<file path="config.mk">
export PLATFORM = sky130hd
export DESIGN_NAME = fetch_stage
export DESIGN_NICKNAME = d
export VERILOG_FILES = /design/src/rtl/fetch_stage_pkg.sv /design/src/rtl/fetch_stage.sv
export SDC_FILE = /design/constraint.sdc
export NUM_CORES = 1
export LEC_CHECK = 0
export BUFFER_PORTS_ARGS = -buffer_cell sky130_fd_sc_hd__buf_2
export CORE_ASPECT_RATIO = 1.4
export CORE_UTILIZATION = 40
export DETAILED_ROUTE_END_ITERATION = 6
export PLACE_DENSITY = 0.74
export SLEW_MARGIN = 25
export SYNTH_ARGS = -nofsm -noshare
export SYNTH_HDL_FRONTEND = slang
export SYNTH_SLANG_ARGS = --single-unit
</file>
<file path="constraint.sdc">
create_clock -name clk -period 2.3 [get_ports clk]
set_input_delay 0.46 -clock clk [delete_from_list [all_inputs] [get_ports clk]]
set_output_delay 0.46 -clock clk [all_outputs]
set_load 0.005 [all_outputs]
</file>
<file path="src/rtl/fetch_stage_pkg.sv">
// Shared fetch-stage definitions: FSM states, opcode classification and the
// fixed vector addresses. IF/ID and decode reuse NOP_OP and the vectors.
package fetch_stage_pkg;

    typedef enum logic [1:0] {
        BOOT      = 2'd0,
        FETCH_OP  = 2'd1,
        FETCH_IMM = 2'd2,
        IRQ_VEC   = 2'd3
    } fetch_state_t;

    // Opcodes whose high nibble matches this carry a trailing immediate byte.
    localparam logic [3:0] TWO_BYTE_NIBBLE = 4'hC;

    localparam logic [7:0] NOP_OP         = 8'h00;
    localparam logic [7:0] RESET_VEC_ADDR = 8'h00;
    localparam logic [7:0] IRQ_VEC_ADDR   = 8'h01;

    function automatic logic is_two_byte(input logic [7:0] opcode);
        return (opcode[7:4] == TWO_BYTE_NIBBLE);
    endfunction

endpackage

</file>
<file path="src/rtl/fetch_stage.sv">
// Instruction-fetch stage: owns the PC, drives the instruction-memory address
// and assembles one- and two-byte instructions for the IF/ID register.
// Optional feature macro: FETCH_IRQ_EN (interrupt vectoring and the ip flag).
module fetch_stage
    import fetch_stage_pkg::*;
(
    input  logic       clk,
    input  logic       rst,
    input  logic       stall,
    input  logic       branch_taken,
    input  logic [7:0] branch_target,
    input  logic       irq,
    output logic [7:0] imem_addr,
    input  logic [7:0] imem_data,
    output logic [7:0] pc_plus_1,
    output logic [7:0] instr,
    output logic [7:0] immby,
    output logic       ip,
    output logic       instr_valid
);

    fetch_state_t state_r;
    fetch_state_t state_next_s;
    logic [7:0]   pc_r;
    logic [7:0]   pc_next_s;
    logic [7:0]   op_hold_r;
    logic [7:0]   op_hold_next_s;

    logic         redirect_s;
    logic         irq_take_s;
    logic         bubble_s;

    logic [7:0]   pres_instr_s;
    logic [7:0]   pres_immby_s;
    logic         pres_ip_s;
    logic         pres_valid_s;

`ifdef FETCH_IRQ_EN
    // An interrupt is only taken between instructions and never while held or redirected.
    assign irq_take_s = (state_r == FETCH_OP) && irq && !stall && !branch_taken;
`else
    logic unused_irq_s;
    assign unused_irq_s = irq;
    assign irq_take_s   = 1'b0;
`endif

    // Redirects are meaningless until the boot PC has been loaded.
    assign redirect_s = branch_taken && (state_r != BOOT);
    assign bubble_s   = redirect_s || irq_take_s;

    // Fetch address and the address following it for the current state.
    always_comb begin
        imem_addr = pc_r;
        pc_plus_1 = pc_r + 8'd1;
        case (state_r)
            BOOT: begin
                imem_addr = RESET_VEC_ADDR;
                pc_plus_1 = RESET_VEC_ADDR + 8'd1;
            end
            FETCH_OP, FETCH_IMM: begin
                imem_addr = pc_r;
                pc_plus_1 = pc_r + 8'd1;
            end
`ifdef FETCH_IRQ_EN
            IRQ_VEC: begin
                // pc still holds the interrupted fetch address: that is the return address.
                imem_addr = IRQ_VEC_ADDR;
                pc_plus_1 = pc_r;
            end
`endif
            default: begin
                imem_addr = RESET_VEC_ADDR;
                pc_plus_1 = RESET_VEC_ADDR + 8'd1;
            end
        endcase
    end

    // What the current state would present to IF/ID before any forced bubble.
    always_comb begin
        pres_instr_s = NOP_OP;
        pres_immby_s = 8'h00;
        pres_ip_s    = 1'b0;
        pres_valid_s = 1'b0;
        case (state_r)
            BOOT: begin
                pres_valid_s = 1'b0;
            end
            FETCH_OP: begin
                if (is_two_byte(imem_data)) begin
                    pres_valid_s = 1'b0;
                end else begin
                    pres_instr_s = imem_data;
                    pres_valid_s = 1'b1;
                end
            end
            FETCH_IMM: begin
                pres_instr_s = op_hold_r;
                pres_immby_s = imem_data;
                pres_valid_s = 1'b1;
            end
`ifdef FETCH_IRQ_EN
            IRQ_VEC: begin
                pres_ip_s    = 1'b1;
                pres_valid_s = 1'b1;
            end
`endif
            default: begin
                pres_valid_s = 1'b0;
            end
        endcase
    end

    assign instr       = bubble_s ? NOP_OP : pres_instr_s;
    assign immby       = bubble_s ? 8'h00  : pres_immby_s;
    assign ip          = bubble_s ? 1'b0   : pres_ip_s;
    assign instr_valid = bubble_s ? 1'b0   : pres_valid_s;

    // Next PC, state and held opcode: redirect beats stall, stall beats IRQ entry.
    always_comb begin
        state_next_s   = state_r;
        pc_next_s      = pc_r;
        op_hold_next_s = op_hold_r;
        if (redirect_s) begin
            pc_next_s      = branch_target;
            state_next_s   = FETCH_OP;
            op_hold_next_s = 8'h00;
        end else if (stall) begin
            state_next_s   = state_r;
            pc_next_s      = pc_r;
            op_hold_next_s = op_hold_r;
        end else if (irq_take_s) begin
            state_next_s = IRQ_VEC;
        end else begin
            case (state_r)
                BOOT: begin
                    pc_next_s    = imem_data;
                    state_next_s = FETCH_OP;
                end
                FETCH_OP: begin
                    pc_next_s = pc_r + 8'd1;
                    if (is_two_byte(imem_data)) begin
                        op_hold_next_s = imem_data;
                        state_next_s   = FETCH_IMM;
                    end else begin
                        state_next_s = FETCH_OP;
                    end
                end
                FETCH_IMM: begin
                    pc_next_s    = pc_r + 8'd1;
                    state_next_s = FETCH_OP;
                end
`ifdef FETCH_IRQ_EN
                IRQ_VEC: begin
                    pc_next_s    = imem_data;
                    state_next_s = FETCH_OP;
                end
`endif
                default: begin
                    state_next_s   = BOOT;
                    pc_next_s      = 8'h00;
                    op_hold_next_s = 8'h00;
                end
            endcase
        end
    end

    // State registers with asynchronous active-low reset back to BOOT.
    always_ff @(posedge clk or negedge rst) begin
        if (!rst) begin
            state_r   <= BOOT;
            pc_r      <= 8'h00;
            op_hold_r <= 8'h00;
        end else begin
            state_r   <= state_next_s;
            pc_r      <= pc_next_s;
            op_hold_r <= op_hold_next_s;
        end
    end

endmodule

</file>
==> flow_summary.yaml <==
yosys:
  syn_inst: 159
  synthArstFlopShare_pct: 100
  synth_area_leaders: "dfrtp_1, and3_1, and2_1, ha_1, nor2_1"
  syn-cell-area_um2: 1360
  netlist.area_leader.share_pct: 33.1
  synth-edff-count: 0
  syn_nets: 186
  ys_ff_latch: 18
  yosysMostFrequentCell: "nor2_1"
  synth_cell_types: 34
  ys.flop_type: "dfrtp_1"
  yosysSeqAreaShare_pct: 33.1
  synth_top_area_cell: "dfrtp_1"
  yosys_warnings: 0
  yosys-top-cells-count: "nor2_1, dfrtp_1, and3_1, and2_1, nand2_1"
  syn_avg_cell_area_um2: 8.55
worst_setup_path:
  crit_chain: "inv_1, ha_2, and2_1, mux2_2, buf_2"
  slowest_stage: "dfrtp_1"
  max_stage_delay_ns: 0.44
  worst-path-buf-inv: 2
  start_kind: "flip-flop"
  path_class: "flip-flop to output pin"
  endpoint_kind: "output pin"
  cp_top_family: "flip-flops"
  crit_arrival_ns: 1.75
  cp_max_fo: 10
  cp.required_ns: 1.84
clock_network:
  cts_htree_levels: 1
  cts_buffers: 3
  cts_sinks: 18
  cts_tree: "done"
  clk_pin_slew_ns: 0.07
  post-cts-setup-buffers: 0
  clock-root-buffer: "clkbuf_8"
  clock_latency_ns: 0.25
  cts_max_path_buffers: 2
global_route:
  first_global_vias: 1176
  grt_pass1_wl_mm: 5.54
  antenna_found_initial: 0
  grt_overflow: 0
  grt_use_total_pct: 19.9
  grt_max_degree: 20
timing:
  skew_ns: 0.00117
  fin_tns_setup_ns: 0
  setup_viol: 0
  fmax_ghz: 0.451
  min_period_over_period_pct: 96.3
  drv_slew: 0
  holdWs_ns: 0.136
  rsz0062_at_grt: "false"
  hold_violations: 0
  period_minus_slack_ns: 2.21
cells_and_area:
  fin_nets: 237
  num_antenna_cells: 0
  drive_above_1_share_pct: 35.9
  area_delta_synth_final_pct: 26.4
  fin_util_pct: 54.0
power_and_ir_drop:
  irDropWorstVdd_mv: 0.364
  total_leakage_power_nw: 0.937
  power.density_nw_per_um2: 635
routing:
  wirelength_mm: 3.42
  drt-pass1-iter-count: 4
  drtIter0Drc: 22
  viasPerCell: 5.30
  num_vias: 1315
  drc: 0
  wire_per_inst_um: 13.8
  final_antenna_net_count: 0
placement:
  place.port_buffers: 52
  gp_congestion: 0.878
  place_hpwl_mm: 2.59
floorplan:
  fp.dieArea_um2: 3640
  rows: 24
  die_w_um: 51.3
  core_um2: 3180
  start_util_pct: 42.7
  die_h_um: 71.0
  boundaryPins: 55
flow_run:
  drv_cap: 0
outcome:
  status: "completed"
hold_path:
  hold_class: "primary input to async pin"
cell families after synthesis:
group	share of synthesized area (%)
multiplexers	1.66
flip-flops	33.1
other	0.276
AND/OR/NAND/NOR	30.2
AO/OA/AOI/OAI	20.5
XOR/XNOR	2.58
adder cells (fa/ha/maj)	5.52
buffers and inverters	6.08
path summary, 6_finish.rpt:
| path | from | to | slack, ns | cells after the start |
|---|---|---|---|---|
| setup / recovery | state_r[0] | pc_plus_1[4] | 0.09 | 5 |
| hold / removal | rst | pc_r[0] | 0.14 | 1 |
| setup reg to reg | state_r[0] | op_hold_r[1] | 0.46 | 6 |
| hold reg to reg | op_hold_r[6] | op_hold_r[6] | 0.49 | 1 |
| max in group asynchronous | rst | op_hold_r[6] | 1.87 | 1 |
| min in group clk | branch_target[0] | pc_r[0] | 0.43 | 3 |
where the power goes:
group	switching, mW	leakage (nW)	internal [mW]
Clock	0.108	0.0288	0.152
Combinational	0.221	0.676	0.218
Sequential	0.0413	0.232	0.351
Total	0.370	0.937	0.721
layout make-up:
cell class	count	area, um2
fill	342	1470
multi-input combinational	125	843
sequential	18	450
timing repair buffer	58	305
clock buffer	4	55.1
tap	39	48.8
inverter	4	15.0
stage by stage:
stage | std cells | setup slack, ns | power [mW] | instance area [um2]
floorplan | 159 | 0.500 | 0.659 | 1360
global placement | 244 | 0.146 | 0.821 | 1650
detailed placement | 244 | 0.102 | 0.831 | 1650
CTS | 248 | 0.0299 | 1.09 | 1700
global route | 248 | 0.0161 | 1.17 | 1720
finish | 248 | 0.0851 | 1.09 | 1720
cell usage in the layout (no fill, tap or decap), types with 2 or more instances in the layout:
cell type   n
buf_2      52
nor2_1     19
dfrtp_1    18
and3_1     14
and2_1     12
a22oi_1     9
nand2_1     9
a21oi_1     9
nor2b_1     6
buf_4       6
nand3_1     5
a22o_1      5
inv_1       4
xor2_1      4
ha_1        4
clkbuf_8    4
o221ai_1    3
mux2_2      2
o21ai_0     2
a21o_1      2
a221oi_2    2
o21ai_1     2
ha_2        2
timing repair:
| action | CTS | global route |
|---|---|---|
| hold buffers | 0 | 0 |
| endpoints found under the setup margin | 7 | 14 |
| hold endpoints to repair | 0 | 0 |
| gates resized for setup | 1 | 5 |
state kept, by name, indices dropped and copies added, names as in the netlist:
| name | flops |
|---|---|
| op_hold_r | 8 |
| pc_r | 8 |
| state_r | 2 |
layer usage:
metal / wire length, um / track usage (%) / up-vias
li1: - / - / 657
met1: 1490 / 27.2 / 604
met2: 1710 / 33.0 / 52
met3: 205 / 2.15 / 2
met4: 23 / 5.41 / 0
met5: 0 / 0 / -
(Power assumes the default switching activity.)
